==> src/rtl/u_rec_param.sv <==
// u_rec_param: parameterised UART receiver with a one-word holding register.
// A two-flop synchroniser feeds a bit-cell timed FSM (IDLE/START/DATA/
// [PARITY]/STOP/DONE). The completed word is offered on rec_dataH with
// valid/ack handshaking; a word finishing while the previous one is still
// held is dropped and flagged with a one-cycle rec_overrunH pulse.
// Optional feature macro: U_REC_PARITY_EN adds one parity bit per frame,
// the PARITY state and the rec_parErrH logic (PARITY_ODD selects the sense).
module u_rec_param #(
  parameter int DATA_BITS    = 8,
  parameter int CLKS_PER_BIT = 16,
  parameter int STOP_BITS    = 1,
  parameter int PARITY_ODD   = 0
) (
  input  logic                 sys_clk,
  input  logic                 sys_rst,
  input  logic                 uart_dataH,
  input  logic                 rec_ackH,
  output logic [DATA_BITS-1:0] rec_dataH,
  output logic                 rec_validH,
  output logic                 rec_frameErrH,
  output logic                 rec_parErrH,
  output logic                 rec_overrunH
);

  localparam int CELL_W = $clog2(CLKS_PER_BIT);
  localparam int BIT_W  = $clog2(DATA_BITS);
  localparam logic [CELL_W-1:0] CELL_LAST = CELL_W'(CLKS_PER_BIT - 1);
  localparam logic [CELL_W-1:0] CELL_HALF = CELL_W'(CLKS_PER_BIT / 2 - 1);
  localparam logic [BIT_W-1:0]  DATA_LAST = BIT_W'(DATA_BITS - 1);
  localparam logic [BIT_W-1:0]  STOP_LAST = BIT_W'(STOP_BITS - 1);

  // Refuse to elaborate with parameters outside their legal ranges.
  generate
    if (DATA_BITS < 5 || DATA_BITS > 9 || CLKS_PER_BIT < 4 || (CLKS_PER_BIT % 2) != 0 ||
        (STOP_BITS != 1 && STOP_BITS != 2) || (PARITY_ODD != 0 && PARITY_ODD != 1)) begin : gBadParam
      $error("u_rec_param: illegal parameter set");
    end
  endgenerate

`ifdef U_REC_PARITY_EN
  typedef enum logic [2:0] {
    IDLE = 3'd0, START = 3'd1, DATA = 3'd2, PARITY = 3'd3, STOP = 3'd4, DONE = 3'd5
  } recState;
  localparam logic ODD_SENSE = (PARITY_ODD != 0);
`else
  typedef enum logic [2:0] {
    IDLE = 3'd0, START = 3'd1, DATA = 3'd2, STOP = 3'd4, DONE = 3'd5
  } recState;
`endif

  logic                 syncA, syncB;
  logic                 lineSync;
  recState              stateReg, stateNext;
  logic [CELL_W-1:0]    cellCnt, cellNext;
  logic [BIT_W-1:0]     bitCnt, bitNext;
  logic                 armedReg, armedNext;
  logic [DATA_BITS-1:0] shiftReg, shiftNext;
  logic                 frameErrPend, frameErrNext;
`ifdef U_REC_PARITY_EN
  logic                 parErrPend, parErrNext;
`endif

  assign lineSync = syncB;

  // Two-flop synchroniser; resets to the idle (high) line level.
  always_ff @(posedge sys_clk) begin
    if (sys_rst) begin
      syncA <= 1'b1;
      syncB <= 1'b1;
    end else begin
      syncA <= uart_dataH;
      syncB <= syncA;
    end
  end

  // Frame FSM next-state, bit timing, shifting and error accumulation.
  always_comb begin
    stateNext    = stateReg;
    cellNext     = cellCnt + CELL_W'(1);
    bitNext      = bitCnt;
    armedNext    = armedReg;
    shiftNext    = shiftReg;
    frameErrNext = frameErrPend;
`ifdef U_REC_PARITY_EN
    parErrNext   = parErrPend;
`endif
    case (stateReg)
      IDLE: begin
        cellNext = '0;
        bitNext  = '0;
        // Arming needs a high line first, so a held break cannot retrigger.
        if (lineSync) begin
          armedNext = 1'b1;
        end else if (armedReg) begin
          armedNext    = 1'b0;
          frameErrNext = 1'b0;
`ifdef U_REC_PARITY_EN
          parErrNext   = 1'b0;
`endif
          stateNext    = START;
        end
      end
      START: begin
        // Mid-start-bit recheck rejects short glitches.
        if (cellCnt == CELL_HALF) stateNext = lineSync ? IDLE : DATA;
      end
      DATA: begin
        if (cellCnt == CELL_LAST) begin
          cellNext  = '0;
          shiftNext = {lineSync, shiftReg[DATA_BITS-1:1]};
          if (bitCnt == DATA_LAST) begin
            bitNext = '0;
`ifdef U_REC_PARITY_EN
            stateNext = PARITY;
`else
            stateNext = STOP;
`endif
          end else begin
            bitNext = bitCnt + BIT_W'(1);
          end
        end
      end
`ifdef U_REC_PARITY_EN
      PARITY: begin
        if (cellCnt == CELL_LAST) begin
          parErrNext = (^shiftReg) ^ lineSync ^ ODD_SENSE;
          stateNext  = STOP;
        end
      end
`endif
      STOP: begin
        if (cellCnt == CELL_LAST) begin
          cellNext = '0;
          if (!lineSync) frameErrNext = 1'b1;
          if (bitCnt == STOP_LAST) begin
            bitNext   = '0;
            stateNext = DONE;
          end else begin
            bitNext = bitCnt + BIT_W'(1);
          end
        end
      end
      DONE:    stateNext = IDLE;
      default: stateNext = IDLE;
    endcase
    if (stateNext != stateReg) cellNext = '0;
  end

  // FSM and datapath registers.
  always_ff @(posedge sys_clk) begin
    if (sys_rst) begin
      stateReg     <= IDLE;
      cellCnt      <= '0;
      bitCnt       <= '0;
      armedReg     <= 1'b0;
      shiftReg     <= '0;
      frameErrPend <= 1'b0;
`ifdef U_REC_PARITY_EN
      parErrPend   <= 1'b0;
`endif
    end else begin
      stateReg     <= stateNext;
      cellCnt      <= cellNext;
      bitCnt       <= bitNext;
      armedReg     <= armedNext;
      shiftReg     <= shiftNext;
      frameErrPend <= frameErrNext;
`ifdef U_REC_PARITY_EN
      parErrPend   <= parErrNext;
`endif
    end
  end

  // Holding register: load in DONE when free or being acked, else drop and flag overrun.
  always_ff @(posedge sys_clk) begin
    if (sys_rst) begin
      rec_dataH     <= '0;
      rec_validH    <= 1'b0;
      rec_frameErrH <= 1'b0;
      rec_overrunH  <= 1'b0;
`ifdef U_REC_PARITY_EN
      rec_parErrH   <= 1'b0;
`endif
    end else begin
      rec_overrunH <= 1'b0;
      if (stateReg == DONE) begin
        if (!rec_validH || rec_ackH) begin
          rec_dataH     <= shiftReg;
          rec_frameErrH <= frameErrPend;
`ifdef U_REC_PARITY_EN
          rec_parErrH   <= parErrPend;
`endif
          rec_validH    <= 1'b1;
        end else begin
          rec_overrunH <= 1'b1;
        end
      end else if (rec_validH && rec_ackH) begin
        rec_validH <= 1'b0;
      end
    end
  end

`ifndef U_REC_PARITY_EN
  assign rec_parErrH = 1'b0;
`endif

endmodule

==> config.mk <==
export PLATFORM = sky130hd
export DESIGN_NAME = u_rec_param
export DESIGN_NICKNAME = d
export VERILOG_FILES = /design/src/rtl/u_rec_param.sv
export SDC_FILE = /design/constraint.sdc
export NUM_CORES = 1
export LEC_CHECK = 0
export CAP_MARGIN = 20
export CORE_MARGIN = 2
export CORE_UTILIZATION = 35
export DETAILED_ROUTE_END_ITERATION = 10
export GPL_TIMING_DRIVEN = 1
export PLACE_DENSITY = 0.64
export SLEW_MARGIN = 15
export SYNTH_ARGS = -nofsm -noshare
export SYNTH_HDL_FRONTEND = slang
export SYNTH_SLANG_ARGS = --single-unit
==> constraint.sdc <==
create_clock -name sys_clk -period 2.9 [get_ports sys_clk]
set_clock_uncertainty 0.2 [all_clocks]
set_input_delay 0.29 -clock sys_clk [delete_from_list [all_inputs] [get_ports sys_clk]]
set_output_delay 0.29 -clock sys_clk [all_outputs]
set_load 0.02 [all_outputs]
After elaboration in Yosys (flattened, before gate mapping)
Index checks and enable logic that the tools add are counted.
{"block": "word_totals", "in_bits": 4, "regBits": 33, "word_cells": 71, "output_inout_bits": 12}
{"block": "classes", "n_eq_ne": 14, "n_bitwise": 1, "n_addsub": 2, "reduce_logical": 16, "mux": 26}
{"operator": "3-bit two-way mux", "count": 11}
{"operator": "3-bit one-hot mux with 4 select lines", "count": 1}
{"operator": "2-bit != test, second input constant", "count": 5}
{"operator": "3-bit == test, second input constant", "count": 3}
{"operator": "1-bit two-way mux", "count": 9}
{"operator": "3-bit one-hot mux with 3 select lines", "count": 1}
{"operator": "4-bit one-hot mux with 2 select lines", "count": 1}
{"operator": "3-bit zero test", "count": 2}
{"operator": "2-bit AND reduction", "count": 3}
{"operator": "2-bit OR reduction", "count": 3}
{"operator": "5-bit AND reduction", "count": 1}
{"operator": "4-bit by 1-bit adder with 4-bit output, second input constant", "count": 1}
{"operator": "4-bit by 3-bit == test with 1-bit output, second input constant", "count": 1}
{"operator": "4-bit == test, second input constant", "count": 1}
{"operator": "4-bit two-way mux", "count": 1}
{"operator": "2-bit nonzero test", "count": 2}
{"operator": "3-bit by 1-bit adder with 3-bit output, second input constant", "count": 1}
{"operator": "3-bit by 1-bit == test with 1-bit output, second input constant", "count": 1}
{"operator": "3-bit by 2-bit == test with 1-bit output, second input constant", "count": 1}
{"operator": "3-bit != test", "count": 1}
{"operator": "3-bit AND reduction", "count": 1}
{"operator": "3-bit nonzero test", "count": 1}
{"operator": "2-bit two-way mux", "count": 1}
{"operator": "2-bit by 1-bit != test with 1-bit output, second input constant", "count": 1}
{"operator": "5 further kinds", "count": 5}

Depth between registers and ports, before layout
Gate-level depths: netlist of the first run.
{"block": "logic_depth", "ltp_word": 6, "ltp_mapped": 7, "ltp_nobuf": 6}

Worst setup path before layout of the first run
No wires, ideal clock.
{"block": "synth_timing", "kind": "register to register", "startpoint": "reg cellCnt[0]", "endpoint": "reg bitCnt[0]", "n_path_buf": 1, "setup_slack_ns": 1.044, "setup_time_ns": 0.070, "stages_incl_launch_ff": 7, "required_time_ns": 2.630, "arrival_time_ns": 1.586, "synth_period_minus_slack_ns": 1.856, "cell_sequence": "dfxtp_1 ha_1 buf_4 nand3_2 maj3_2 or4b_1 a21oi_1"}
{"block": "synth_via", "elab_chain_cells": 3, "elab_cells_between_ends": 4, "cone_classes": "3 x eq/ne; 1 x reduce/logical"}
{"element": "start, declared", "line_no": "54", "text": "logic [CELL_W-1:0] cellCnt, cellNext;"}
{"element": "start signal, assigned", "line_no": "163", "text": "cellCnt <= cellNext;"}
{"element": "4-bit == test (*)", "line_no": "108, 132"}
{"element": "2-bit != test (no line)"}
{"element": "3-bit AND reduction (no line) (*)"}
{"element": "end signal, assigned", "line_no": "164", "text": "bitCnt <= bitNext;"}
{"element": "end, declared", "line_no": "55", "text": "logic [BIT_W-1:0] bitCnt, bitNext;"}
Every way passes the cells marked *; elsewhere a longest branch is shown, timed or not.
A chain may end at the register's enable or synchronous reset.

Final worst setup path of the first run
{"block": "layout_timing", "startpoint": "reg cellCnt[0]", "endpoint": "reg cellCnt[3]"}
{"block": "layout_via", "elab_chain_cells": 5, "elab_cells_between_ends": 11, "cone_classes": "1 x add/sub; 3 x eq/ne; 6 x mux; 1 x reduce/logical"}
{"element": "4-bit == test or 4-bit by 3-bit == test with 1-bit output (tied branches)", "line_no": "108, 132, 105"}
{"element": "3-bit two-way mux, on equally long branches", "line_no": "132, 105, 108"}
{"element": "3-bit one-hot mux with 4 select lines", "line_no": "87", "text": "case (stateReg)"}
{"element": "3-bit != test", "line_no": "146", "text": "if (stateNext != stateReg) cellNext = '0;"}
{"element": "2-bit OR reduction (no line)"}
Several ways; a longest one is shown, not always the timed one.

==> flow_metrics.tcl, run 1 <==
set metrics [dict create \
    ys.flop_type "dfxtp_1" \
    postCtsSetupBuffers 0 \
    layout-drive-gt1-share_pct 10.2 \
    vias_per_cell 4.97 \
    syn_to_final_growth_pct 16.4 \
    grt_usage_pct 13.1 \
    die_w_um 68.6 \
    grt_max_degree 29 \
    portBuffers 14 \
    grt_pass1_vias 970 \
    grt-ovfl-total 0 \
    synth_edf_count 0 \
    arrival_ns 2.04 \
    ant_nets 0 \
    nets 174 \
    drt_wl_total_um 2770 \
    ctsLongestPathBuffers 2 \
    hold_viol 0 \
    async_flop_share_pct 0 \
    antenna_found_initial 0 \
    clkLatencyLatePin_ns 0.29 \
    crit_slowest_cell "o311ai_1" \
    die_y_um 68.6 \
    ctsHoldBuffers 0 \
    cts_resized 0 \
    crit_cells 5 \
    max-slew-margin-rel_pct 59.7 \
    power.density_nw_per_um2 477 \
    max_cap_violations 0 \
    fmax_ghz 0.478 \
    cp-end-kind "register" \
    leakage_uw 0.000574 \
    yosysWarnings 0 \
    die_area_um2 4700 \
    critPathKind "register to register" \
    syn_area_um2 1460 \
    hp-class "register to register" \
    drv_slew 0 \
    place.gp.congestion 0.773 \
    initial_core_util_pct 36.5 \
    drc 0 \
    path_cells "ha_1 -> nand2_1 -> o31a_2 -> o311ai_1 -> nor3_1" \
    crit_start "cellCnt[0]$_SDFF_PP0_" \
    crit_family "compound AO/OA/AOI/OAI gates" \
    slowest_delay_ns 0.55 \
    ys_ff_latch 33 \
    r2r_cells 5 \
    syn_area_per_cell_um2 9.41 \
    wl_per_cell_um 12.7 \
    crit_path_max_fanout 8 \
    num_vias 1079 \
    setup_tns_ns 0 \
    path_buf_inv 0 \
    cts_tree "built" \
    cts-root-buf "clkbuf_8" \
    row_count 23 \
    synth_fp_nets 163 \
    pre_cts_ws_ns 0.835 \
    period_minus_slack_ns 2.09 \
    n_antenna_cell 0 \
    worstSetupStartpointType "register" \
    status "complete, no violations" \
    num_io_pins 16 \
    drtIter0Drc 46 \
    synth.yosys.seq_area_share_pct 45.3 \
    clkTransAtPathRegs_ns 0.07 \
    min_from "syncA$_SDFF_PP1_" \
    whs_path_depth 1 \
    cts.sinks 33 \
    setup_viol_count_final 0 \
    r2r_start "cellCnt[0]$_SDFF_PP0_" \
    synth_cell_types 40 \
    ir_drop_uv 299 \
    worstMarginPinSlew_ns 0.595 \
    cts_buffers 5 \
    grt_pass1_wl_um 4470 \
    finalCritPeriodShare_pct 72.2 \
    rsz0062_at_grt "no" \
    htreeDepth 2 \
    synthCells 155 \
    hpwl_um 1910 \
    coreArea_um2 4000 \
    drtPass1Iterations 4 \
    layout_setup_ws_ns 0.807 \
    crit_required_ns 2.85 \
]
## cell type report
cell class,instances,area [µm²]
well taps,50,62.6
fillers,385,2300
multi-input cells,107,726
clock inverters,2,10.0
flip-flops and latches,33,661
inverters,3,11.3
repair buffers,16,155
clock buffers,6,72.6
## layout by cell type, fill, tap and decap left out, types with 5 or more instances in the layout
cell | netlist | routed
mux2i_1 | 18 | 18
dfxtp_1 | 33 | 33
o21ai_0 | 8 | 8
clkdlybuf4s50_1 | 0 | 14
clkbuf_8 | 0 | 5
nor2_1 | 23 | 23
a21oi_1 | 6 | 6
nor3_1 | 5 | 5
## worst paths after layout
kind	end	slack, ns
worst max-delay path	cellCnt[3]$_SDFF_PP0_	0.81
worst max register to register	cellCnt[3]$_SDFF_PP0_	0.81
worst min-delay path	lineSync$_SDFF_PP1_	0.21
worst min register to register	lineSync$_SDFF_PP1_	0.21
## worst register-to-register path: stages (launching register included)
cell	delay, ns
dfxtp_1	0.36
ha_1	0.32
nand2_1	0.09
o31a_2	0.30
o311ai_1	0.55
nor3_1	0.14
## stage by stage
step / area [µm²] / hold WS [ns] / utilization [%] / std cells / power [µW]
finish: 1700 / 0.212 / 42.4 / 217 / 810
global route: 1700 / 0.236 / 42.4 / 217 / 840
CTS: 1700 / 0.223 / 42.4 / 217 / 825
detailed placement: 1620 / 0.206 / 40.4 / 209 / 493
global placement: 1620 / 0.199 / 40.4 / 209 / 492
floorplan: 1460 / 0.189 / - / 155 / 486
## sequential cells by signal, indices dropped and copies added (netlist names), 3 cells and up
name and cells:
shiftReg 8, stateReg 3, bitCnt 3, rec_dataH 8, cellCnt 4
## synthesized netlist by cell type (3+ instances only)
cell	number	area share [%]
nand2_1	4	1.0
a21oi_1	6	2.1
nor2_1	23	5.9
buf_4	3	1.5
ha_1	4	3.4
nand2b_1	4	1.7
nor3_1	5	1.7
buf_2	4	1.4
nor2b_1	3	1.3
dfxtp_1	33	45
clkbuf_1	5	1.3
o21ai_0	8	2.7
inv_1	3	0.77
mux2i_1	18	12
## logic make-up (layout without fill, tap and decap cells)
family / after synthesis / in the layout / share of synthesized area (%)
and+or+nand+nor: 57 / 57 / 21.7
AOI/OAI and AO/OA: 23 / 23 / 9.43
muxes: 18 / 18 / 12.3
DFF: 33 / 33 / 45.3
buffers and inverters: 15 / 27 / 4.97
adders and majority gates: 5 / 5 / 4.20
xor gates and xnor gates: 3 / 3 / 1.80
other: 1 / 1 / 0.257
## per-layer routing
metal	part of all wire (%)	up-vias	track usage (%)
met5	0	-	0
met4	1.7	0	6.50
met3	5.1	7	5.03
met2	48	22	20.7
met1	45	497	15.6
li1	-	553	-
## where the power goes
part | total [µW] | internal [µW] | switching (µW)
clock network | 328 | 166 | 162
logic | 22.2 | 9.74 | 12.5
registers | 461 | 456 | 4.38
Power figures use the tool's default switching activity.
==> inputs of run 2 (changes only) <==
Settings changed: PLACE_DENSITY 0.64 to 0.66.
Clock period 2.9 ns to 1.7 ns, I/O delays scaled along.
==> run 2 against run 1 <==
Highest routed layer unchanged. The run now ends with setup timing left. Die area stayed put. Register-to-register slack got worse by 0.88 ns. Flip-flop and latch count stayed put. Critical endpoint is now bitCnt[0]$_SDFFE_PP0P_. Global-route usage is 2.3 points higher.
==> flow_metrics.tcl, run 2 (synthesis gave the netlist of run 1 again) <==
set metrics [dict create \
    period_minus_slack_ns 1.77 \
    vias_per_cell 5.01 \
    crit_path_max_fanout 4 \
    syn_to_final_growth_pct 39.6 \
    ctsLongestPathBuffers 2 \
    antenna_found_initial 0 \
    max_cap_violations 0 \
    p_switching_uw 326 \
    final_common_cell "dfxtp_1" \
    pwr-share-clk_pct 46.5 \
    reg_top3 "rec_dataH x8, shiftReg x8, cellCnt x4" \
    initial_core_util_pct 36.5 \
    die_y_um 68.6 \
    cp-end-kind "register" \
    crit_required_ns 1.72 \
    ant_nets 0 \
    drtIter0Drc 54 \
    crit_slowest_cell "or4b_4" \
    power_switching_share_pct 20.8 \
    power.density_nw_per_um2 770 \
    die_w_um 68.6 \
    arrival_ns 1.79 \
    cts_buffers 5 \
    nets 200 \
    fin_hold_ws_ns 0.222 \
    postLayoutCellArea_um2 2040 \
    num_vias 1217 \
    ir_drop_uv 604 \
    drt_wl_total_um 3240 \
    cts-root-buf "clkbuf_8" \
    clkTransAtPathRegs_ns 0.07 \
    fin_util_pct 50.9 \
    setup_viol_count_final 5 \
    rsz0062_at_grt "yes" \
    violations "setup timing" \
    leakage_uw 0.000757 \
    p_int_uw 1240 \
    clkLatencyLatePin_ns 0.28 \
    setup_tns_ns -0.158 \
    place.gp.congestion 0.798 \
    grt-ovfl-total 0 \
    drc 0 \
    num_io_pins 16 \
    n_antenna_cell 0 \
    pre_cts_ws_ns -0.119 \
    grt_pass1_wl_um 5250 \
    portBuffers 14 \
    worstSetupStartpointType "register" \
    coreArea_um2 4000 \
    status "finished, violations left" \
    path_cells "ha_4 -> nand3_2 -> maj3_2 -> or4b_4 -> a21oi_2" \
    htreeDepth 2 \
    final_cell_mix "dfxtp_1 (28), buf_4 (27), nor2_1 (23)" \
    critPathKind "register to register" \
    grt_usage_pct 15.4 \
    row_count 23 \
    drv_slew 0 \
    fmax_ghz 0.564 \
    layout_setup_ws_ns -0.0724 \
    cts.sinks 33 \
    wl_per_cell_um 13.3 \
    dpl_cell_area_um2 1820 \
    layout-drive-gt1-share_pct 32.6 \
    die_area_um2 4700 \
    grt_max_degree 29 \
    hp-class "register to register" \
    drtPass1Iterations 4 \
    p_comb_share_pct 3.6 \
    hold_viol 0 \
    grt_pass1_vias 1176 \
    hpwl_um 2190 \
    seq_power_share_pct 49.9 \
    cts_tree "built" \
    slowest_delay_ns 0.48 \
    finalCritPeriodShare_pct 104 \
]
[run 2: critical path: cells and delay by family (launching register included)]
kind,cells,cell delay [ns]
and+or+nand+nor,2,0.56
adders and majority gates,2,0.47
DFF,1,0.36
AOI/OAI and AO/OA,1,0.12
[run 2: path summary, 6_finish.rpt]
path                    startpoint                     end  slack, ns  depth (start not counted)
max          cellCnt[0]$_SDFF_PP0_  bitCnt[0]$_SDFFE_PP0P_      -0.07                          5
min reg2reg       syncA$_SDFF_PP1_     lineSync$_SDFF_PP1_       0.22                          1
max reg2reg  cellCnt[0]$_SDFF_PP0_  bitCnt[0]$_SDFFE_PP0P_      -0.07                          5
min               syncA$_SDFF_PP1_     lineSync$_SDFF_PP1_       0.22                          1
[run 2: area by class of cell]
class | instances | area [µm²]
Fill cell | 357 | 1960
Multi-Input combinational cell | 107 | 818
Sequential cell | 33 | 667
Timing Repair Buffer | 42 | 363
Clock buffer | 5 | 68.8
Tap cell | 50 | 62.6
Clock inverter | 3 | 46.3
Inverter | 3 | 11.3
[run 2: power groups by stage]
| stage | logic [µW] | clock network [µW] | registers, µW |
|---|---|---|---|
| after floorplan | 31.5 | 0 | 798 |
| after global placement | 49.9 | 0 | 799 |
| after detailed placement | 50.7 | 0 | 800 |
| after CTS | 55.0 | 754 | 782 |
| after global routing | 63.0 | 787 | 783 |
| final | 56.8 | 729 | 783 |
[run 2: layer usage]
metal | vias to the layer above | GRT usage (%) | part of all wire (%)
li1 | 615 | - | -
met1 | 578 | 17.2 | 44
met2 | 21 | 26.6 | 52
met3 | 3 | 5.68 | 3.6
met4 | 0 | 6.00 | 0.77
met5 | - | 0 | 0
[run 2: per-stage QoR]
step / cells / total power (µW)
2_1_floorplan: 155 / 830
3_3_place_gp: 233 / 849
3_5_place_dp: 233 / 850
4_1_cts: 242 / 1590
5_1_grt: 243 / 1630
6_report: 243 / 1570
[run 2: timing repair]
action,CTS,global route
hold buffers,0,0
pin swaps,4,11
buffers inserted,1,1
endpoints found under the hold margin,0,0
endpoints found under the setup margin,14,16
gates resized for setup,8,12
==> inputs of run 3 (changes only) <==
Settings changed: SKIP_CTS_REPAIR_TIMING from default to 1.
==> run 3 against run 2 <==
The flow still finishes with violations (setup timing). First-iteration DRC count is 11% lower. Sequential power about the same. Combinational power about the same. Flip-flop and latch count unchanged. Clock-buffer cell count is the same. Design area decreased by 1.2%. Total power rose by 0.25%. Fmax barely moved. Die area is the same. Core utilization fell by 0.63 points. Sequential share of layout area rose by 0.41 points. Critical endpoint unchanged. Largest power group unchanged. Highest routed layer unchanged.
==> flow_metrics.tcl, run 3 (synthesis gave the netlist of run 1 again) <==
set metrics [dict create \
    dp_cells 233 \
    initial_core_util_pct 36.5 \
    period_minus_slack_ns 1.77 \
    worstSetupStartpointType "register" \
    regArea_um2 667 \
    coreArea_um2 4000 \
    violations "setup timing" \
    fmax_ghz 0.564 \
    r2r_cells 6 \
    rsz0062_at_grt "yes" \
    final_cells 242 \
    layout-drive-gt1-share_pct 30.2 \
    cts.sinks 33 \
    hpwl_um 2190 \
    clkTransAtPathRegs_ns 0.07 \
    status "finished, violations left" \
    final_cell_mix "dfxtp_1 (28), buf_4 (26), nor2_1 (23)" \
    grt_pass1_vias 1197 \
    drtPass1Iterations 4 \
    die_y_um 68.6 \
    hold_viol 0 \
    ir_drop_uv 605 \
    fin_util_pct 50.3 \
    die_area_um2 4700 \
    leakage_uw 0.000751 \
    row_count 23 \
    layout_setup_ws_ns -0.0741 \
    grt_usage_pct 15.2 \
    setup_tns_ns -0.151 \
    place.gp.congestion 0.798 \
    finalCritPeriodShare_pct 104 \
    cts_buffers 5 \
    reg_top3 "rec_dataH x8, shiftReg x8, cellCnt x4" \
    fin_hold_ws_ns 0.222 \
    crit_required_ns 1.72 \
    arrival_ns 1.80 \
    multi_input_area_um2 801 \
    final_common_cell "dfxtp_1" \
    ant_nets 0 \
    n_antenna_cell 0 \
    drv_slew 0 \
    portBuffers 14 \
    setup_viol_count_final 3 \
    whs_path_depth 1 \
    max_cap_violations 0 \
    antenna_found_initial 0 \
    die_w_um 68.6 \
    cp-end-kind "register" \
    htreeDepth 2 \
    cts-root-buf "clkbuf_8" \
    hp-class "register to register" \
    crit_path_max_fanout 3 \
    vias_per_cell 5.00 \
    power.density_nw_per_um2 782 \
    drtIter0Drc 48 \
    ctsLongestPathBuffers 2 \
    grt_max_degree 29 \
    cts_tree "built" \
    drc 0 \
    nets 199 \
    wl_per_cell_um 13.3 \
    grt-ovfl-total 0 \
    num_io_pins 16 \
    num_vias 1211 \
    critPathKind "register to register" \
    grt_pass1_wl_um 5190 \
    clkLatencyLatePin_ns 0.28 \
    syn_to_final_growth_pct 37.9 \
    fill_cells 359 \
    pre_cts_ws_ns -0.119 \
    drt_wl_total_um 3210 \
]
-- run 3: cell types whose count changed in the layout (fill, tap and decap cells not counted), sizes merged --
| cell | previous run | this run |
|---|---|---|
| buf | 28 | 27 |
-- run 3: routing by layer --
layer  up-vias  part of all wire [%]  GRT usage [%]
met2        22                    52           26.1
met5         -                     0              0
li1        610                     -              -
met4         0                  0.78           6.00
met1       576                    44           17.0
met3         3                   3.8           5.68
-- run 3: area by class of cell --
cell class | instances | area share [%]
multi-input combinational | 107 | 39.8
sequential | 33 | 33.1
timing repair buffer | 41 | 17.7
clock buffer | 5 | 3.42
tap | 50 | 3.11
clock inverter | 3 | 2.30
inverter | 3 | 0.560
-- run 3: critical path, cell delays in order (launching register included) --
cell,delay (ns)
dfxtp_1,0.36
inv_1,0.05
ha_1,0.16
nor2b_2,0.17
o22ai_2,0.17
or4b_4,0.48
a21oi_2,0.12
-- run 3: path summary, 6_finish.rpt --
| kind | slack, ns | start | to |
|---|---|---|---|
| setup / recovery | -0.07 | bitCnt[1]$_SDFFE_PP0P_ | bitCnt[0]$_SDFFE_PP0P_ |
| hold / removal | 0.22 | syncA$_SDFF_PP1_ | lineSync$_SDFF_PP1_ |
| setup reg to reg | -0.07 | bitCnt[1]$_SDFFE_PP0P_ | bitCnt[0]$_SDFFE_PP0P_ |
| hold reg to reg | 0.22 | syncA$_SDFF_PP1_ | lineSync$_SDFF_PP1_ |
-- run 3: power breakdown --
group | total, µW | leakage [µW] | switching, µW | internal, µW
registers | 783 | 0.000269 | 4.79 | 778
clock network | 733 | 0.0000543 | 295 | 438
logic | 56.5 | 0.000427 | 30.2 | 26.3
-- run 3: through the flow --
stage	power [µW]	instance area, µm²
6_report	1570	2010
5_1_grt	1630	2010
4_1_cts	1590	1930
3_5_place_dp	850	1820
3_3_place_gp	849	1820
2_1_floorplan	830	1480
